$ cat src/rtl/timer_controller.sv
// timer_controller: keypad entry, seconds normalisation and BCD M:ST:SO countdown FSM
module timer_controller #(
   parameter int TICK_DIV = 100_000_000
) (
   input  logic       clock,
   input  logic       clear,
   input  logic       key_valid,
   input  logic [3:0] key_digit,
   input  logic       start,
   input  logic       stop,
   input  logic       door_closed,
   output logic [3:0] min,
   output logic [3:0] sec_tens,
   output logic [3:0] sec_ones,
   output logic       running,
   output logic       done,
   output logic [2:0] state
);
   localparam int PW = $clog2(TICK_DIV);
   typedef enum logic [2:0] {IDLE = 3'd0, ENTRY = 3'd1, RUN = 3'd2, PAUSE = 3'd3, DONE = 3'd4} state_t;
   state_t st, n_st;
   logic [PW-1:0] pre, n_pre;
   logic [3:0] n_min, n_tens, n_ones;
   logic [3:0] inc_min, norm_min, norm_tens, norm_ones, dec_min, dec_tens, dec_ones;
   logic kv, tick, zero, dec_zero, clamp;
   assign kv = key_valid && key_digit <= 4'd9;
   assign tick = pre == PW'(TICK_DIV - 1);
   assign zero = {min, sec_tens, sec_ones} == 12'd0;
   // seconds-tens above 5 carry into minutes; a carry out of 9 minutes saturates at 9:59
   assign inc_min = (sec_tens > 4'd5) ? min + 4'd1 : min;
   assign clamp = inc_min == 4'd10;
   assign norm_min = clamp ? 4'd9 : inc_min;
   assign norm_tens = clamp ? 4'd5 : (sec_tens > 4'd5 ? sec_tens - 4'd6 : sec_tens);
   assign norm_ones = clamp ? 4'd9 : sec_ones;
   assign dec_ones = (sec_ones == 4'd0) ? 4'd9 : sec_ones - 4'd1;
   assign dec_tens = (sec_ones != 4'd0) ? sec_tens : (sec_tens == 4'd0 ? 4'd5 : sec_tens - 4'd1);
   assign dec_min = (sec_ones == 4'd0 && sec_tens == 4'd0) ? min - 4'd1 : min;
   assign dec_zero = {dec_min, dec_tens, dec_ones} == 12'd0;
   always_comb begin
      n_st = st;
      n_min = min;
      n_tens = sec_tens;
      n_ones = sec_ones;
      n_pre = '0;
      case (st)
         IDLE, ENTRY, DONE: begin
            if (stop) begin
               n_st = IDLE;
               {n_min, n_tens, n_ones} = 12'd0;
            end else if (door_closed) begin
               if (start && st == ENTRY && !zero) begin
                  n_st = RUN;
                  {n_min, n_tens, n_ones} = {norm_min, norm_tens, norm_ones};
               end else if (start && st == DONE) begin
                  n_st = IDLE;
               end else if (kv) begin
                  n_st = ENTRY;
                  {n_min, n_tens, n_ones} = {sec_tens, sec_ones, key_digit};
               end
            end
         end
         RUN: begin
            if (stop || !door_closed) begin
               n_st = PAUSE;
            end else begin
               n_pre = tick ? '0 : pre + 1'b1;
               if (tick) begin
                  {n_min, n_tens, n_ones} = {dec_min, dec_tens, dec_ones};
                  n_st = dec_zero ? DONE : RUN;
               end
            end
         end
         PAUSE: begin
            if (stop) begin
               n_st = IDLE;
               {n_min, n_tens, n_ones} = 12'd0;
            end else if (start && door_closed) begin
               n_st = RUN;
            end
         end
         default: begin
            n_st = IDLE;
            {n_min, n_tens, n_ones} = 12'd0;
         end
      endcase
   end
   always_ff @(posedge clock) begin
      if (clear) begin
         st <= IDLE;
         pre <= '0;
         min <= 4'd0;
         sec_tens <= 4'd0;
         sec_ones <= 4'd0;
         running <= 1'b0;
         done <= 1'b0;
      end else begin
         st <= n_st;
         pre <= n_pre;
         min <= n_min;
         sec_tens <= n_tens;
         sec_ones <= n_ones;
         running <= n_st == RUN;
         done <= n_st == DONE;
      end
   end
   assign state = st;
endmodule

$ cat config.mk
export PLATFORM = sky130hd
export DESIGN_NAME = timer_controller
export DESIGN_NICKNAME = d
export VERILOG_FILES = /design/src/rtl/timer_controller.sv
export SDC_FILE = /design/constraint.sdc
export NUM_CORES = 1
export LEC_CHECK = 0
export ABC_AREA = 1
export CAP_MARGIN = 20
export CORE_MARGIN = 4
export CORE_UTILIZATION = 57
export CTS_CLUSTER_SIZE = 10
export DETAILED_ROUTE_END_ITERATION = 10
export PLACE_DENSITY = 0.89
export SYNTH_ARGS = -nofsm -noshare
export SYNTH_HDL_FRONTEND = slang
export SYNTH_SLANG_ARGS = --single-unit
$ cat constraint.sdc
create_clock -name clock -period 3.6 [get_ports clock]
set_input_delay 0.72 -clock clock [delete_from_list [all_inputs] [get_ports clock]]
set_output_delay 0.72 -clock clock [all_outputs]
set_load 0.05 [all_outputs]
==> results.sh <==
export IMPL_status="complete, no violations"
export IMPL_detailedRoute_firstPassIterationCount=4
export IMPL_post_synth_mux_area_share=0
export IMPL_rows=26
export IMPL_syn_area_sq_mm=0.00298
export IMPL_tritoncts_num_buffers=5
export IMPL_synth_simple_gate_area_share=0.418
export IMPL_worst_setup_path_type="reg2out"
export IMPL_cts_reportedPaths_clkPinSlew_ns=0.08
export IMPL_synth_top_family_by_area="simple AND/OR/NAND/NOR gates"
export IMPL_slew_viol_final=0
export IMPL_die_y_um=80.3
export IMPL_yosys_area_share_adder=0.0294
export IMPL_setup_viol=0
export IMPL_synth_enable_flop_cells=0
export IMPL_wire_per_inst_um=12.7
export IMPL_clock_fmax_ghz=0.411
export IMPL_holdBufCountCts=0
export IMPL_synth_top_area_cell="sky130_fd_sc_hd__dfxtp_1"
export IMPL_final_hold_viol_count=0
export IMPL_seq_area_frac_synth=0.296
export IMPL_ys_ff_latch=44
export IMPL_floorplan_die_area_sq_mm=0.00644
export IMPL_grt_overflow_total=0
export IMPL_postCtsSetupRepairBufs=0
export IMPL_antenna_violations_before_repair=0
export IMPL_crit_family="buffers and inverters"
export IMPL_num_io_pins=27
export IMPL_ctsRootBufferMaster="sky130_fd_sc_hd__clkbuf_8"
export IMPL_data_arrival_time_at_the_worst_slack_endpoint_ns=1.71
export IMPL_clock_sink_count=44
export IMPL_worst_setup_path_start_kind="flip-flop"
export IMPL_synth_compound_gate_area_share=0.117
export IMPL_num_antenna_cells=0
export IMPL_drive_gt1_frac=0.105
export IMPL_syn_to_final_growth_pct=16.0
export IMPL_cts_buffer_depth=2
export IMPL_starting_density_of_the_core=0.586
export IMPL_width_of_the_chip_um=80.3
export IMPL_dpl_cell_area_sq_mm=0.00329
export IMPL_routed_via_count=2964
export IMPL_cts_htree_levels=2
export IMPL_fin_worst_skew_ns=0.00779
export IMPL_grt_use_total=0.232
export IMPL_critical_path_buf_inv_count=1
export IMPL_drtIter0Drc=355
export IMPL_delay_of_the_slowest_cell_on_the_worst_path_ns=0.88
export IMPL_grt_first_pass_wirelength_mm=12.0
export IMPL_ctsResizeCount=0
export IMPL_grt_pass1_vias=2834
export IMPL_floorplan_core_area_sq_mm=0.00507
export IMPL_worst_path_max_delay_cell="sky130_fd_sc_hd__clkdlybuf4s50_1"
export IMPL_worst_ir_drop_vdd_uv=252
export IMPL_fin_crit_sh=0.676
export IMPL_post_synth_xor_area_fraction=0.0500
export IMPL_tritoncts="built"
export IMPL_dp_hpwl_mm=5.32
export IMPL_port_buffer_count=26
export IMPL_yosysTopAreaCellShare=0.296
export IMPL_timing_critical_path_fanout_max=7
export IMPL_place_gp_congestion=0.938
export IMPL_worst_slew_pin_slew_ns=0.516
export IMPL_route_antenna_remaining_nets=0
export IMPL_max_capacitance_violation_count=0
export IMPL_synthesis_instances=445
export IMPL_clk_latency_ns=0.30
export IMPL_total_leakage_power_nw=1.34
export IMPL_post_synth_cell_area_avg_sq_um=6.69
export IMPL_grt_max_degree=25
export IMPL_dominantRegCellSynth="sky130_fd_sc_hd__dfxtp_1"
export IMPL_yosysWarnings=0
export IMPL_final_min_clock_period_ns=2.43
export IMPL_slew_headroom=0.655
export IMPL_path_cells="clkdlybuf4s50_1"
export IMPL_hold_path_class="reg2reg"
export IMPL_drt_wl_total_mm=6.90
export IMPL_crit_path_end_kind="output port"
export IMPL_drt_vias_per_instance=5.45
export IMPL_rsz0062_at_grt="no"
export IMPL_ys_async_sr_fraction=0
export IMPL_p_per_area_mw_per_mm2=385
export IMPL_final_net_count=490
export IMPL_count_of_cell_types_in_the_netlist=43
export IMPL_totalNegativeSetupSlack_ns=0
export IMPL_detail_route_drc_violations=0
export IMPL_critPathRequiredTime_ns=2.88
export IMPL_ys_top_cells_by_area="sky130_fd_sc_hd__dfxtp_1 30%, sky130_fd_sc_hd__nand2_1 12%, sky130_fd_sc_hd__nor2_1 8.7%"
export IMPL_post_route_cell_area_sq_mm=0.00345
export IMPL_postSynthNetCount=462
-- stage by stage --
step	std cells	utilization	power [mW]	hold WS [ns]	setup slack [ns]
after global placement	536	0.649	0.813	0.428	1.04
after floorplan	445	-	0.747	0.418	1.40
after global routing	544	0.680	1.39	0.494	1.00
after CTS	544	0.680	1.34	0.455	1.16
after detailed placement	536	0.649	0.822	0.437	0.974
final	544	0.680	1.33	0.450	1.17
-- synthesized netlist by cell type, types with 6 or more instances --
cell type / instances
sky130_fd_sc_hd__dfxtp_1: 44
sky130_fd_sc_hd__ha_1: 7
sky130_fd_sc_hd__inv_2: 6
sky130_fd_sc_hd__xor2_1: 15
sky130_fd_sc_hd__o21ai_0: 22
sky130_fd_sc_hd__a21oi_1: 23
sky130_fd_sc_hd__nor2_1: 69
sky130_fd_sc_hd__nand2_1: 92
sky130_fd_sc_hd__nand4_1: 12
sky130_fd_sc_hd__nor3_1: 15
sky130_fd_sc_hd__nor2_2: 8
sky130_fd_sc_hd__inv_1: 57
sky130_fd_sc_hd__nand3_1: 19
-- worst register-to-register path, cell delays in order (launching register included) --
cell and delay [ns]:
sky130_fd_sc_hd__dfxtp_1 0.49, sky130_fd_sc_hd__inv_1 0.16, sky130_fd_sc_hd__ha_1 0.31, sky130_fd_sc_hd__inv_1 0.04, sky130_fd_sc_hd__o21ai_0 0.30, sky130_fd_sc_hd__nand4_2 0.27
sky130_fd_sc_hd__nand2_4 0.17, sky130_fd_sc_hd__nand2_2 0.09, sky130_fd_sc_hd__inv_1 0.11, sky130_fd_sc_hd__nor2_1 0.05, sky130_fd_sc_hd__nor2_2 0.10
-- report_power, final --
part	internal [mW]	switching, mW	total (mW)
Combinational	0.0971	0.192	0.289
Clock	0.347	0.167	0.514
Sequential	0.499	0.0255	0.525
Total	0.943	0.384	1.33
-- area by class of cell --
type | instances | area [sq um]
Timing Repair Buffer | 26 | 260
Clock buffer | 5 | 68.8
Multi-Input combinational cell | 333 | 1830
Tap cell | 70 | 87.6
Fill cell | 450 | 1620
Clock inverter | 3 | 90.1
Sequential cell | 44 | 881
Inverter | 63 | 236
-- cells in the final DEF, fill, tap and decap left out, types with 2 or more instances in the layout --
cell                              Yosys  layout
sky130_fd_sc_hd__ha_1                 7       7
sky130_fd_sc_hd__nor2_1              69      69
sky130_fd_sc_hd__a21oi_2              3       3
sky130_fd_sc_hd__o21ai_0             22      22
sky130_fd_sc_hd__nor2_4               4       4
sky130_fd_sc_hd__clkdlybuf4s50_1      0      26
sky130_fd_sc_hd__nand2_2              4       4
sky130_fd_sc_hd__a21oi_1             23      23
sky130_fd_sc_hd__inv_1               57      57
sky130_fd_sc_hd__clkbuf_8             0       5
sky130_fd_sc_hd__nand3_1             19      19
sky130_fd_sc_hd__inv_2                6       6
sky130_fd_sc_hd__nor4_1               4       4
sky130_fd_sc_hd__nor3_2               3       3
sky130_fd_sc_hd__nand2_4              2       2
sky130_fd_sc_hd__nor3b_1              2       2
sky130_fd_sc_hd__nand3_2              2       2
sky130_fd_sc_hd__nand3b_1             3       3
sky130_fd_sc_hd__nor2_2               8       8
sky130_fd_sc_hd__o21ai_1              4       4
sky130_fd_sc_hd__nand2_1             92      92
sky130_fd_sc_hd__xnor2_1              2       2
sky130_fd_sc_hd__bufinv_16            0       3
sky130_fd_sc_hd__dfxtp_1             44      44
sky130_fd_sc_hd__nor3_1              15      15
sky130_fd_sc_hd__o21a_1               3       3
sky130_fd_sc_hd__nand4_1             12      12
sky130_fd_sc_hd__xor2_1              15      15
-- path summary, 6_finish.rpt --
| kind | startpoint | end | slack, ns | cells past startpoint |
|---|---|---|---|---|
| max | state[1] | state[1] | 1.17 | 1 |
| max reg2reg | min[0] | sec_ones[0] | 1.45 | 10 |
| min | pre[0] | pre[0] | 0.45 | 1 |
| min reg2reg | pre[0] | pre[0] | 0.45 | 1 |
-- kinds of logic (layout without fill, tap and decap cells) --
family,count (synthesis),in the layout
and+or+nand+nor,248,248
AOI/OAI and AO/OA,61,61
buffers and inverters,68,97
adders and majority gates,7,7
xor gates and xnor gates,17,17
DFF,44,44
-- registers in the layout, indices dropped and copies added, names as in the netlist --
register,flops
done,1
sec_tens,4
sec_ones,4
pre,27
running,1
min,4
state,3
-- per-layer routing --
layer | wire, um | vias up | global-route usage
met3 | 383 | 21 | 0.0381
met5 | 0 | - | 0
met1 | 2890 | 1331 | 0.275
met2 | 3430 | 123 | 0.408
li1 | - | 1489 | -
met4 | 204 | 0 | 0.101
(Power assumes the default switching activity.)
